**src/rtl/fp_pkg.sv**
```systemverilog
// Shared binary32 constants, round-mode encodings and the multiplier FSM state type.
// Latency: n/a (package only).
// Backpressure: n/a (package only).
package fp_pkg;

  localparam int EXP_W  = 8;
  localparam int MAN_W  = 23;
  localparam int SIG_W  = 24;   // mantissa plus hidden bit
  localparam int PROD_W = 48;   // full 24x24 significand product

  // Exponent arithmetic is 10-bit signed so underflow and overflow stay visible.
  localparam logic signed [9:0] EXP_BIAS = 10'sd127;
  localparam logic signed [9:0] EXP_MAX  = 10'sd255;

  localparam logic [EXP_W-1:0] INF_EXP = 8'hFF;
  localparam logic [31:0]      QNAN    = 32'h7FC0_0000;
  localparam logic [31:0]      POS_INF = 32'h7F80_0000;

  localparam logic [1:0] RM_RNE = 2'b00;  // nearest, ties to even
  localparam logic [1:0] RM_RTZ = 2'b01;  // toward zero
  localparam logic [1:0] RM_RUP = 2'b10;  // toward +inf
  localparam logic [1:0] RM_RDN = 2'b11;  // toward -inf

  typedef enum logic [2:0] {
    IDLE,
    UNPACK,
    MUL,
    NORM,
    DONE
  } state_t;

endpackage

```
**src/rtl/fp_unpack.sv**
```systemverilog
// Classifies one binary32 operand and produces its 24-bit significand with hidden bit.
// Latency: combinational.
// Backpressure: none, pure function of x.
// Ports: x (operand in); sign, exp_v (unbiased-free 10-bit signed exponent), man (significand),
//        is_zero / is_inf / is_nan (class flags; a normal or normalised subnormal sets none).
// FP_MUL_DENORM_EN: subnormals are normalised (leading one moved to bit 23, exponent lowered);
//        without it they are reported as zero.
module fp_unpack
  import fp_pkg::*;
(
  input  logic [31:0]       x,
  output logic              sign,
  output logic signed [9:0] exp_v,
  output logic [SIG_W-1:0]  man,
  output logic              is_zero,
  output logic              is_inf,
  output logic              is_nan
);

  logic [EXP_W-1:0] e;
  logic [MAN_W-1:0] f;

  assign e = x[30:23];
  assign f = x[22:0];

`ifdef FP_MUL_DENORM_EN
  logic [4:0] lead;
  logic [4:0] lz_sh;
`endif

  always_comb begin
    sign    = x[31];
    is_nan  = (e == INF_EXP) && (f != '0);
    is_inf  = (e == INF_EXP) && (f == '0);
    is_zero = 1'b0;
    exp_v   = {2'b00, e};
    man     = {1'b1, f};
`ifdef FP_MUL_DENORM_EN
    lead  = 5'd0;
    lz_sh = 5'd0;
`endif
    if (e == '0) begin
`ifdef FP_MUL_DENORM_EN
      if (f == '0) begin
        is_zero = 1'b1;
      end else begin
        // Subnormal is 0.f x 2^(1-bias): shift the leading one up to the hidden
        // position and charge the shift against the exponent.
        for (int i = 0; i < MAN_W; i++) begin
          if (f[i]) lead = 5'(i);
        end
        lz_sh = 5'd23 - lead;
        man   = {1'b0, f} << lz_sh;
        exp_v = 10'sd1 - $signed({5'd0, lz_sh});
      end
`else
      is_zero = 1'b1;
`endif
    end
  end

endmodule

```
**src/rtl/fp_mul_seq.sv**
```systemverilog
// Sequential binary32 multiplier producing an unrounded result plus guard/round/sticky.
// Latency: 26 cycles from acceptance for finite operands, 2 cycles for special operands.
// Backpressure: one operation in flight; result held in DONE until out_ready, in_ready only in IDLE.
// Ports: clk, rst (async active-high); in_valid/in_ready, op_a, op_b, round_mode_in (request);
//        out_valid/out_ready, out_data, out_guard/out_round/out_sticky, round_mode_out, out_invalid.
// FP_MUL_DENORM_EN: enables subnormal inputs and gradual-underflow results; otherwise flush to zero.
module fp_mul_seq
  import fp_pkg::*;
#(
  parameter int D_Len = 32
) (
  input  logic             clk,
  input  logic             rst,
  input  logic             in_valid,
  output logic             in_ready,
  input  logic [D_Len-1:0] op_a,
  input  logic [D_Len-1:0] op_b,
  input  logic [1:0]       round_mode_in,
  output logic             out_valid,
  input  logic             out_ready,
  output logic [D_Len-1:0] out_data,
  output logic             out_guard,
  output logic             out_round,
  output logic             out_sticky,
  output logic [1:0]       round_mode_out,
  output logic             out_invalid
);

  state_t state_q, state_d;

  logic [D_Len-1:0]  a_q, b_q, res_q;
  logic [1:0]        rm_q;
  logic [4:0]        cnt_q;
  logic [PROD_W-1:0] prod_q;
  logic [SIG_W-1:0]  mcand_q;
  logic              sign_q, spc_phase_q;
  logic signed [9:0] exp_q;
  logic              g_q, r_q, s_q, inv_q;

  logic              ua_sign, ub_sign, ua_zero, ub_zero, ua_inf, ub_inf, ua_nan, ub_nan;
  logic signed [9:0] ua_exp, ub_exp;
  logic [SIG_W-1:0]  ua_man, ub_man;

  fp_unpack u_unpack_a (.x(a_q), .sign(ua_sign), .exp_v(ua_exp), .man(ua_man),
                        .is_zero(ua_zero), .is_inf(ua_inf), .is_nan(ua_nan));
  fp_unpack u_unpack_b (.x(b_q), .sign(ub_sign), .exp_v(ub_exp), .man(ub_man),
                        .is_zero(ub_zero), .is_inf(ub_inf), .is_nan(ub_nan));

  logic        res_sign, spc_any, spc_inv;
  logic [31:0] spc_res;

  always_comb begin
    res_sign = ua_sign ^ ub_sign;
    spc_inv  = ua_nan | ub_nan | (ua_inf & ub_zero) | (ua_zero & ub_inf);
    spc_any  = spc_inv | ua_inf | ub_inf | ua_zero | ub_zero;
    if (spc_inv)              spc_res = QNAN;
    else if (ua_inf | ub_inf) spc_res = {res_sign, INF_EXP, {MAN_W{1'b0}}};
    else                      spc_res = {res_sign, 31'd0};
  end

  // One shift-add step: add the multiplicand when the multiplier LSB is set,
  // then shift the whole product/multiplier register right by one.
  logic [SIG_W:0] mul_sum;
  assign mul_sum = {1'b0, prod_q[PROD_W-1:SIG_W]} + {1'b0, (prod_q[0] ? mcand_q : {SIG_W{1'b0}})};

  // Normalisation of the finished product (leading one at bit 47 or 46).
  logic signed [9:0] exp_n;
  logic [MAN_W-1:0]  m_n;
  logic              g_n, r_n, s_n;
  logic [31:0]       norm_res;
  logic              norm_g, norm_r, norm_s;
`ifdef FP_MUL_DENORM_EN
  logic [9:0]  dn_sh;
  logic [25:0] dn_ext, dn_tmp, dn_lost;
`endif

  always_comb begin
    norm_g = 1'b0;
    norm_r = 1'b0;
    norm_s = 1'b0;
`ifdef FP_MUL_DENORM_EN
    dn_sh   = '0;
    dn_ext  = '0;
    dn_tmp  = '0;
    dn_lost = '0;
`endif
    if (prod_q[47]) begin
      exp_n = exp_q + 10'sd1;
      m_n   = prod_q[46:24];
      g_n   = prod_q[23];
      r_n   = prod_q[22];
      s_n   = |prod_q[21:0];
    end else begin
      exp_n = exp_q;
      m_n   = prod_q[45:23];
      g_n   = prod_q[22];
      r_n   = prod_q[21];
      s_n   = |prod_q[20:0];
    end
    norm_res = {sign_q, exp_n[7:0], m_n};
    norm_g   = g_n;
    norm_r   = r_n;
    norm_s   = s_n;
    if (exp_n >= EXP_MAX) begin
      norm_res = {sign_q, INF_EXP, {MAN_W{1'b0}}};
      norm_g   = 1'b0;
      norm_r   = 1'b0;
      norm_s   = 1'b0;
    end else if (exp_n <= 10'sd0) begin
      norm_res = {sign_q, 31'd0};
      norm_g   = 1'b0;
      norm_r   = 1'b0;
      norm_s   = 1'b0;
`ifdef FP_MUL_DENORM_EN
      dn_sh = 10'sd1 - exp_n;
      if (dn_sh > 10'd25) begin
        norm_s = 1'b1;
      end else begin
        // Shift by dn_sh-1 keeps the last shifted-out bit at dn_tmp[0]; it and
        // everything below it fold into sticky.
        dn_ext   = {1'b1, m_n, g_n, r_n};
        dn_tmp   = dn_ext >> (dn_sh[4:0] - 5'd1);
        dn_lost  = dn_ext & ~({26{1'b1}} << (dn_sh[4:0] - 5'd1));
        norm_res = {sign_q, 8'h00, dn_tmp[25:3]};
        norm_g   = dn_tmp[2];
        norm_r   = dn_tmp[1];
        norm_s   = s_n | dn_tmp[0] | (|dn_lost);
      end
`endif
    end
  end

  // FSM: state register.
  always_ff @(posedge clk or posedge rst) begin
    if (rst) state_q <= IDLE;
    else     state_q <= state_d;
  end

  // FSM: next state and handshake outputs. Specials spend a second UNPACK cycle
  // so the result register is loaded before DONE presents it.
  always_comb begin
    state_d   = state_q;
    in_ready  = 1'b0;
    out_valid = 1'b0;
    case (state_q)
      IDLE: begin
        in_ready = 1'b1;
        if (in_valid) state_d = UNPACK;
      end
      UNPACK: begin
        if (!spc_any)         state_d = MUL;
        else if (spc_phase_q) state_d = DONE;
      end
      MUL:  if (cnt_q == 5'(SIG_W - 1)) state_d = NORM;
      NORM: state_d = DONE;
      DONE: begin
        out_valid = 1'b1;
        if (out_ready) state_d = IDLE;
      end
      default: state_d = IDLE;
    endcase
  end

  // Datapath.
  always_ff @(posedge clk or posedge rst) begin
    if (rst) begin
      a_q         <= '0;
      b_q         <= '0;
      rm_q        <= '0;
      cnt_q       <= '0;
      prod_q      <= '0;
      mcand_q     <= '0;
      sign_q      <= 1'b0;
      exp_q       <= '0;
      spc_phase_q <= 1'b0;
      res_q       <= '0;
      g_q         <= 1'b0;
      r_q         <= 1'b0;
      s_q         <= 1'b0;
      inv_q       <= 1'b0;
    end else begin
      case (state_q)
        IDLE: begin
          if (in_valid) begin
            a_q  <= op_a;
            b_q  <= op_b;
            rm_q <= round_mode_in;
          end
          spc_phase_q <= 1'b0;
        end
        UNPACK: begin
          sign_q  <= res_sign;
          exp_q   <= ua_exp + ub_exp - EXP_BIAS;
          prod_q  <= {{SIG_W{1'b0}}, ub_man};
          mcand_q <= ua_man;
          cnt_q   <= '0;
          if (spc_any) begin
            spc_phase_q <= 1'b1;
            res_q       <= spc_res;
            g_q         <= 1'b0;
            r_q         <= 1'b0;
            s_q         <= 1'b0;
            inv_q       <= spc_inv;
          end
        end
        MUL: begin
          prod_q <= {mul_sum, prod_q[SIG_W-1:1]};
          cnt_q  <= cnt_q + 5'd1;
        end
        NORM: begin
          res_q <= norm_res;
          g_q   <= norm_g;
          r_q   <= norm_r;
          s_q   <= norm_s;
          inv_q <= 1'b0;
        end
        default: ;
      endcase
    end
  end

  assign out_data       = res_q;
  assign out_guard      = g_q;
  assign out_round      = r_q;
  assign out_sticky     = s_q;
  assign round_mode_out = rm_q;
  assign out_invalid    = inv_q;

endmodule

```
**config.mk**
```make
export PLATFORM = sky130hd
export DESIGN_NAME = fp_mul_seq
export DESIGN_NICKNAME = d
export VERILOG_FILES = /design/src/rtl/fp_pkg.sv /design/src/rtl/fp_unpack.sv /design/src/rtl/fp_mul_seq.sv
export SDC_FILE = /design/constraint.sdc
export NUM_CORES = 1
export LEC_CHECK = 0
export CORE_ASPECT_RATIO = 0.9
export CORE_MARGIN = 3
export CORE_UTILIZATION = 61
export DETAILED_ROUTE_END_ITERATION = 16
export PLACE_DENSITY = 0.94
export SETUP_SLACK_MARGIN = 0.15
export SLEW_MARGIN = 25
export SYNTH_ARGS = -nofsm -noshare
export SYNTH_HDL_FRONTEND = slang
export SYNTH_SLANG_ARGS = --single-unit
```
**constraint.sdc**
```tcl
create_clock -name clk -period 19.24 [get_ports clk]
set_input_delay 3.848 -clock clk [delete_from_list [all_inputs] [get_ports clk]]
set_output_delay 3.848 -clock clk [all_outputs]
set_load 0.02 [all_outputs]
```
==> impl_metrics.toml, run 1 <==
[routing]
drt-pass1-iter-count = 5
drt_iter0_drc = 792
wl_per_cell_um = 18.52
vias = 7835
vias_per_cell = 6.199
wl_mm = 23.41
drc = 0
ant_nets = 0

[final_layout]
final_common_cell = "nand2_1"
final_cell_mix = "nand2_1 (207), dfrtp_1 (193), clkdlybuf4s50_1 (109), mux2_2 (62), o21ai_0 (61)"
synthToLayoutAreaGrowth_pct = 18.74
seq_area_um2 = 4856
fin_cells = 1264
drive_gt1_frac = 0.1168
nNetsFinal = 1162
multi_input_area_um2 = 4609
nFillCells = 985
diodes = 0

[synth]
synth_top_family_by_area = "simple AND/OR/NAND/NOR gates"
ys_top_cells_by_area = "dfrtp_1 (50%), nand2_1 (8.0%), mux2_2 (7.2%)"
yosys.area_share.xor_xnor = 0.03314
synth_top_area_share = 0.4983
ys_types = 62
synth_enable_flop_cells = 0
yosys.area_share.simple = 0.1609
synth_cells = 959
yosys.area.top_type = "dfrtp_1"
async_flop_share = 1.000
yosysWarnings = 0
yosys_register_bits = 194
synth_flop_cell = "dfrtp_1"
synth.mux.area_fraction = 0.09838
synth-compound-area-share = 0.1227
ys_seq_area_frac = 0.4983
postSynthAreaPerCell_um2 = 10.16
syn_nets = 1072
synth_area_um2 = 9742
synth-adder-area-share = 0.05677

[placement]
place_ws_ns = 13.31
hpwlAfterDp_mm = 15.51
portBuffers = 109
place_inst = 1232
gp_congestion = 0.9306

[sta]
fmax_mhz = 171.4
max-slew-margin-rel = 0.3270
holdWs_ns = 0.4679
tightest_slew_ns = 1.010
setup_tns_ns = 0
drv_slew = 0
finalHoldViolCount = 0
period_needed_ns = 5.833
finClkSkew_ns = 0.008528
fin_ws_ns = 13.41
timing.final.crit_share = 0.3032
rsz0062_at_grt = "false"
finalSetupViolations = 0

[clock_network]
cts_resized = 0
post-cts-setup-buffer-count = 0
clkTransAtPathRegs_ns = 0.07
cts_tree = "yes"
htree_levels = 4
clock-sinks = 194
clk-insertion-delay-late_ns = 0.43
postCtsHoldBufs = 0
cts.path.max_buffers = 2
cts_buffers = 17
cts_root_buf = "clkbuf_16"

[setup_path]
path_cells = "nor3_1, clkdlybuf4s50_1"
critPathArrivalTime_ns = 1.99
rr_worst_depth = 13
crit_cells = 2
crit_path_max_incr_delay_ns = 0.66
crit_required_ns = 15.39
startpoint_type = "flop"
cp_slowest_cell = "clkdlybuf4s50_1"
cp-end-kind = "primary output"
crit_fanout = 13
worstPathBufferInverterCount = 1
cpLargestDelayFamily = "buffers and inverters"
critical_path_class = "reg2out"

[pwr]
p_comb_frac = 0.409
p_int_w = 0.001150
leakagePower_nw = 5.173
p_seq_frac = 0.399
power_w = 0.001914
p_sw_w = 0.0007642
irDropWorstVdd_mv = 0.1138
p_clk_frac = 0.192
powerDensity_nw_per_um2 = 165.5
switching_share = 0.3993

[die]
die_width_um = 139.2
core_area_um2 = 15550
dieHeight_um = 125.9
die_area_um2 = 17530
io_pins = 110
num_rows = 43
start_util = 0.6265

[status]
status = "completed"

[global_route]
grt_overflow = 0
grt_pass1_wl_mm = 38.70
grt_max_degree = 134
track_usage = 0.2720
grt_pass1_vias = 7856
antenna_found_initial = 0

[job]
cap_violations = 0

[min_path]
min_path_cells = 2
hold_path_class = "reg2reg"
metal layers:
metal	global-route usage	up-vias	routed length, µm
met2	0.4573	426	11590
li1	-	3534	-
met3	0.05543	63	1748
met1	0.3559	3812	9442
met5	0	-	0
met4	0.09494	0	620
cells by family after synthesis:
family	Yosys count
AND/OR/NAND/NOR	340
flip-flops	194
AO/OA/AOI/OAI	191
multiplexers	88
buffers and inverters	67
adder cells (fa/ha/maj)	43
XOR/XNOR	36
tightest hold or removal path: cells and delay by family, from the launching register on:
kind / cells / cell delay [ns]
flops: 1 / 0.34
simple gates: 2 / 0.10
stage by stage:
stage	util	cell area, µm²
finish	0.7439	11570
global route	0.7439	11570
CTS	0.7439	11570
detailed placement	0.7044	10950
global placement	0.7044	10950
floorplan	-	9742
power groups by stage:
stage | clock (W) | combinational, W | sequential, W
after CTS | 0.000371 | 0.000779 | 0.000757
after global placement | 0 | 0.000717 | 0.000747
after global routing | 0.000389 | 0.000863 | 0.000785
after floorplan | 0 | 0.000552 | 0.000727
after detailed placement | 0 | 0.000758 | 0.000759
final | 0.000368 | 0.000782 | 0.000763
synth_stat cells, types with 15 or more instances:
library cell and count:
a21oi_1 27, a22oi_1 23, and2_1 27, clkbuf_1 34, dfrtp_1 194, ha_1 41
inv_1 21, mux2_2 62, mux2i_1 26, nand2_1 207, nand4_1 15, nor2_1 20
nor4_1 18, o21ai_0 61, o21ai_1 26, xnor2_1 17, xor2_1 18
path summary, 6_finish.rpt:
path	start	end	slack, ns
min in group asynchronous	rst	out_invalid	4.02
worst max register to register	prod_q[0]	prod_q[45]	15.65
worst min-delay path	mcand_q[2]	mcand_q[2]	0.47
worst max-delay path	state_q[1]	in_ready	13.41
max in group asynchronous	rst	prod_q[47]	13.82
worst min register to register	mcand_q[2]	mcand_q[2]	0.47
cell type report:
class / count / area share
clock inverter: 13 / 0.01493
tap: 202 / 0.02185
multi-input combinational: 698 / 0.3985
clock buffer: 19 / 0.03829
timing repair buffer: 116 / 0.09886
inverter: 22 / 0.007788
sequential: 194 / 0.4198
registers in the layout (all words and copies together) (netlist names):
register	flops
out_sticky	1
out_invalid	1
mcand_q	24
exp_q	10
out_round	1
sign_q	1
out_data	32
b_q	32
prod_q	48
state_q	3
a_q	32
out_guard	1
spc_phase_q	1
cnt_q	5
round_mode_out	2
(Power assumes the default switching activity.)
==> run 2: changes to the inputs <==
--- a/config.mk
+++ b/config.mk
@@ -7,9 +7,9 @@
 export LEC_CHECK = 0
 export CORE_ASPECT_RATIO = 0.9
 export CORE_MARGIN = 3
-export CORE_UTILIZATION = 61
+export CORE_UTILIZATION = 57
 export DETAILED_ROUTE_END_ITERATION = 16
-export PLACE_DENSITY = 0.94
+export PLACE_DENSITY = 0.89
 export SETUP_SLACK_MARGIN = 0.15
 export SLEW_MARGIN = 25
 export SYNTH_ARGS = -nofsm -noshare
==> constraint.sdc (replaced) <==
create_clock -name clk -period 5.5 [get_ports clk]
set_input_delay 1.1 -clock clk [delete_from_list [all_inputs] [get_ports clk]]
set_output_delay 1.1 -clock clk [all_outputs]
set_load 0.02 [all_outputs]
==> impl_metrics.toml, run 2 (synthesized netlist as in run 1, its figures left out) <==
[die]
core_area_um2 = 16460
start_util = 0.5918
die_area_um2 = 18700
num_rows = 44
io_pins = 110
die_width_um = 143.8
dieHeight_um = 130.0

[final_layout]
final_cell_mix = "nand2_1 (207), dfrtp_1 (193), clkdlybuf4s50_1 (109), mux2_2 (62), o21ai_0 (61)"
final_common_cell = "nand2_1"
drive_gt1_frac = 0.1184
nFillCells = 1126
largest_reg_flops = 48
final_cell_area_um2 = 11590
top_register = "prod_q"
multi_input_area_um2 = 4609
diodes = 0
nNetsFinal = 1164
seq_area_um2 = 4856
synthToLayoutAreaGrowth_pct = 19.00

[routing]
drc = 0
drt-pass1-iter-count = 6
vias = 7475
wl_mm = 21.94
vias_per_cell = 5.881
drt_iter0_drc = 618
wl_per_cell_um = 17.26
ant_nets = 0

[pwr]
leakagePower_nw = 5.175
power_w = 0.006527
irDropWorstVdd_mv = 0.3378
powerDensity_nw_per_um2 = 563.0

[sta]
finalSetupViolations = 0
max-slew-margin-rel = 0.3111
finClkSkew_ns = 0.009090
timing.final.crit_share = 0.6239
setup_tns_ns = 0
tightest_slew_ns = 1.033
fmax_mhz = 291.4
rsz0062_at_grt = "false"
finalHoldViolCount = 0
period_needed_ns = 3.432
drv_slew = 0

[setup_path]
cp-end-kind = "flop"
startpoint_type = "flop"
crit_fanout = 26
r2r_start = "prod_q[0]"
rr_worst_depth = 13
critical_path_class = "reg2reg"
critPathArrivalTime_ns = 3.72
reg2reg_to = "prod_q[45]"
rrSetupSlack_ns = 2.07
crit_required_ns = 5.79

[global_route]
track_usage = 0.2436
antenna_found_initial = 0
grt_pass1_wl_mm = 36.05
grt_overflow = 0
grt_max_degree = 195
grt_pass1_vias = 7187

[clock_network]
clk-insertion-delay-late_ns = 0.44
cts.path.max_buffers = 2
clock-sinks = 194
post-cts-setup-buffer-count = 0
cts_root_buf = "clkbuf_16"
postCtsHoldBufs = 0
cts_tree = "yes"
htree_levels = 4
cts_resized = 0
clkTransAtPathRegs_ns = 0.07
cts_buffers = 17

[min_path]
min-delay-start = "mcand_q[23]"
hold_path_class = "reg2reg"
whs_endpoint = "mcand_q[23]"
min_path_cells = 1

[placement]
portBuffers = 109
dpl-instance-area_um2 = 11010
gp_congestion = 0.8997
hpwlAfterDp_mm = 15.27

[job]
cap_violations = 0

[status]
status = "completed"
-- run 2: cell types whose count changed in the layout (fill, tap and decap cells not counted) --
cell       previous run  this run
bufinv_16             3         0
buf_12                0         2
inv_6                 4         2
inv_8                 2         1
buf_16                0         2
clkinv_4              1         6
clkbuf_8              1         2
buf_4                 7         5
-- run 2: power breakdown --
part           internal [W]  switching [W]
Combinational       0.00125        0.00145
Sequential          0.00205       0.000599
Clock              0.000612       0.000558
Total               0.00392        0.00261
-- run 2: worst max-delay path by stage --
stage | startpoint | endpoint | slack, ns | depth (start not counted)
3_5_place_dp | prod_q[0] | prod_q[45] | 2.12 | 13
2_1_floorplan | rst | a_q[0] | 1.90 | 1
3_3_place_gp | in_valid | a_q[10] | 2.12 | 4
5_1_grt | prod_q[0] | prod_q[45] | 1.71 | 13
4_1_cts | prod_q[0] | prod_q[45] | 2.08 | 13
6_report | prod_q[0] | prod_q[45] | 2.07 | 13
-- run 2: critical path: stages, from the launching register on --
cell	delay, ns
dfrtp_1	0.76
and2_1	0.22
ha_1	0.19
inv_1	0.06
fa_1	0.41
nor2b_1	0.13
o21a_1	0.14
o21ai_1	0.09
a21oi_1	0.30
o21ai_2	0.16
o31ai_1	0.36
a41oi_1	0.21
xor2_1	0.18
o21ai_1	0.07
-- run 2: layer usage --
| metal | GRT usage | share of wire | vias to the layer above |
|---|---|---|---|
| li1 | - | - | 3544 |
| met1 | 0.3470 | 0.45 | 3636 |
| met2 | 0.3805 | 0.47 | 258 |
| met3 | 0.04947 | 0.056 | 37 |
| met4 | 0.07641 | 0.020 | 0 |
| met5 | 0 | 0 | - |
-- run 2: area by class of cell --
| type | count | share of cell area |
|---|---|---|
| Multi-Input combinational cell | 698 | 0.3976 |
| Clock inverter | 12 | 0.008743 |
| Sequential cell | 194 | 0.4189 |
| Timing Repair Buffer | 118 | 0.1056 |
| Inverter | 22 | 0.007447 |
| Tap cell | 207 | 0.02234 |
| Clock buffer | 20 | 0.03940 |
-- run 2: stage by stage --
stage | hold slack [ns] | utilization | worst slack, ns | cells
after global routing | 0.4794 | 0.7042 | 1.708 | 1271
after CTS | 0.4703 | 0.7026 | 2.084 | 1270
after floorplan | 0.4259 | - | 1.896 | 959
after global placement | 0.4417 | 0.6658 | 2.117 | 1236
after detailed placement | 0.4525 | 0.6687 | 2.116 | 1238
final | 0.4646 | 0.7042 | 2.068 | 1271
==> run 3: changes to the inputs <==
==> constraint.sdc (replaced) <==
create_clock -name clk -period 3.4 [get_ports clk]
set_input_delay 0.68 -clock clk [delete_from_list [all_inputs] [get_ports clk]]
set_output_delay 0.68 -clock clk [all_outputs]
set_load 0.02 [all_outputs]
==> impl_metrics.toml, run 3 (synthesized netlist as in run 1, its figures left out) <==
[routing]
wl_mm = 22.84
ant_nets = 0
drc = 0
drt_iter0_drc = 708
wl_per_cell_um = 17.91
vias_per_cell = 5.963
drt-pass1-iter-count = 5
vias = 7603

[min_path]
min-delay-start = "mcand_q[2]"
min_path_cells = 2
hold_path_class = "reg2reg"

[clock_network]
clkTransAtPathRegs_ns = 0.07
post-cts-setup-buffer-count = 0
cts_resized = 0
cts_buffers = 17
htree_levels = 4
postCtsHoldBufs = 0
cts.path.max_buffers = 2
cts_root_buf = "clkbuf_16"
clock-sinks = 194
clk-insertion-delay-late_ns = 0.43
cts_tree = "yes"

[die]
num_rows = 44
dieHeight_um = 130.0
start_util = 0.5918
core_area_um2 = 16460
die_width_um = 143.8
io_pins = 110
die_area_um2 = 18700

[setup_path]
startpoint_type = "flop"
r2r_start = "prod_q[0]"
cp-end-kind = "flop"
crit_path_start = "prod_q[0]"
critical_path_class = "reg2reg"
crit_fanout = 5
crit_required_ns = 3.74
rr_worst_depth = 13
critPathArrivalTime_ns = 3.32
rrSetupSlack_ns = 0.42

[placement]
place_ws_ns = 0.4643
portBuffers = 109
dpl-instance-area_um2 = 11050
hpwlAfterDp_mm = 16.24
gp_congestion = 0.8949

[global_route]
track_usage = 0.2558
grt_max_degree = 71
use_met1 = 0.3448
grt_pass1_vias = 7684
grt_use_met3 = 0.05643
antenna_found_initial = 0
grtUsageMet2 = 0.4102
busiest_layer = "met2"
grt_overflow = 0
grt_pass1_wl_mm = 38.06

[final_layout]
largest_reg_flops = 48
final_cell_mix = "nand2_1 (207), dfrtp_1 (193), clkdlybuf4s50_1 (109), mux2_2 (62), o21ai_0 (61)"
drive_gt1_frac = 0.1227
synthToLayoutAreaGrowth_pct = 19.57
nNetsFinal = 1168
final_common_cell = "nand2_1"
diodes = 0
final_cell_area_um2 = 11650
top_register = "prod_q"
nFillCells = 1137

[status]
status = "completed"

[sta]
timing.final.crit_share = 0.8768
fmax_mhz = 335.4
setup_tns_ns = 0
rsz0062_at_grt = "false"
tightest_slew_ns = 0.8935
finalHoldViolCount = 0
finClkSkew_ns = 0.007681
drv_slew = 0
holdWs_ns = 0.4818
fin_ws_ns = 0.4187
period_needed_ns = 2.981
max-slew-margin-rel = 0.4029
finalSetupViolations = 0

[pwr]
leakagePower_nw = 5.200
power_w = 0.01073
powerDensity_nw_per_um2 = 921.1
irDropWorstVdd_mv = 0.5413

[job]
cap_violations = 0
run 3: path summary, 6_finish.rpt:
path                           endpoint
max                          prod_q[45]
min                          mcand_q[2]
max reg2reg                  prod_q[45]
min reg2reg                  mcand_q[2]
max in group asynchronous  out_data[18]
min in group asynchronous      cnt_q[4]
run 3: report_power, final:
group          switching [W]  total, W  leakage, nW  internal (W)
clock               0.000914   0.00203        0.283       0.00112
sequential          0.000938   0.00426         2.44       0.00332
combinational        0.00241   0.00443         2.48       0.00202
total                0.00426    0.0107         5.20       0.00647
run 3: metal layers:
layer | wire length (µm) | up-vias
met3 | 1406 | 68
li1 | - | 3535
met2 | 10890 | 285
met4 | 614 | 0
met1 | 9927 | 3715
met5 | 0 | -
run 3: final cells by class:
cell class | count | area [µm²] | share of cell area
Timing Repair Buffer | 122 | 1239 | 0.1063
Tap cell | 207 | 259.0 | 0.02223
Multi-Input combinational cell | 698 | 4614 | 0.3961
Sequential cell | 194 | 4856 | 0.4169
Clock buffer | 19 | 442.9 | 0.03802
Clock inverter | 13 | 151.4 | 0.01300
Inverter | 22 | 86.33 | 0.007411
run 3: metrics by stage:
step / util / cells
CTS: 0.7074 / 1275
global route: 0.7077 / 1275
floorplan: - / 959
detailed placement: 0.6713 / 1243
global placement: 0.6713 / 1243
finish: 0.7077 / 1275
run 3: critical path, stage by stage, from the launching register on:
cell	delay, ns
dfrtp_1	0.39
and2_1	0.15
ha_1	0.19
inv_1	0.07
fa_1	0.41
nor2b_1	0.13
o21a_1	0.15
o21ai_1	0.10
a21oi_1	0.28
o21ai_2	0.15
o31ai_1	0.34
a41oi_1	0.22
xor2_1	0.18
o21ai_1	0.13
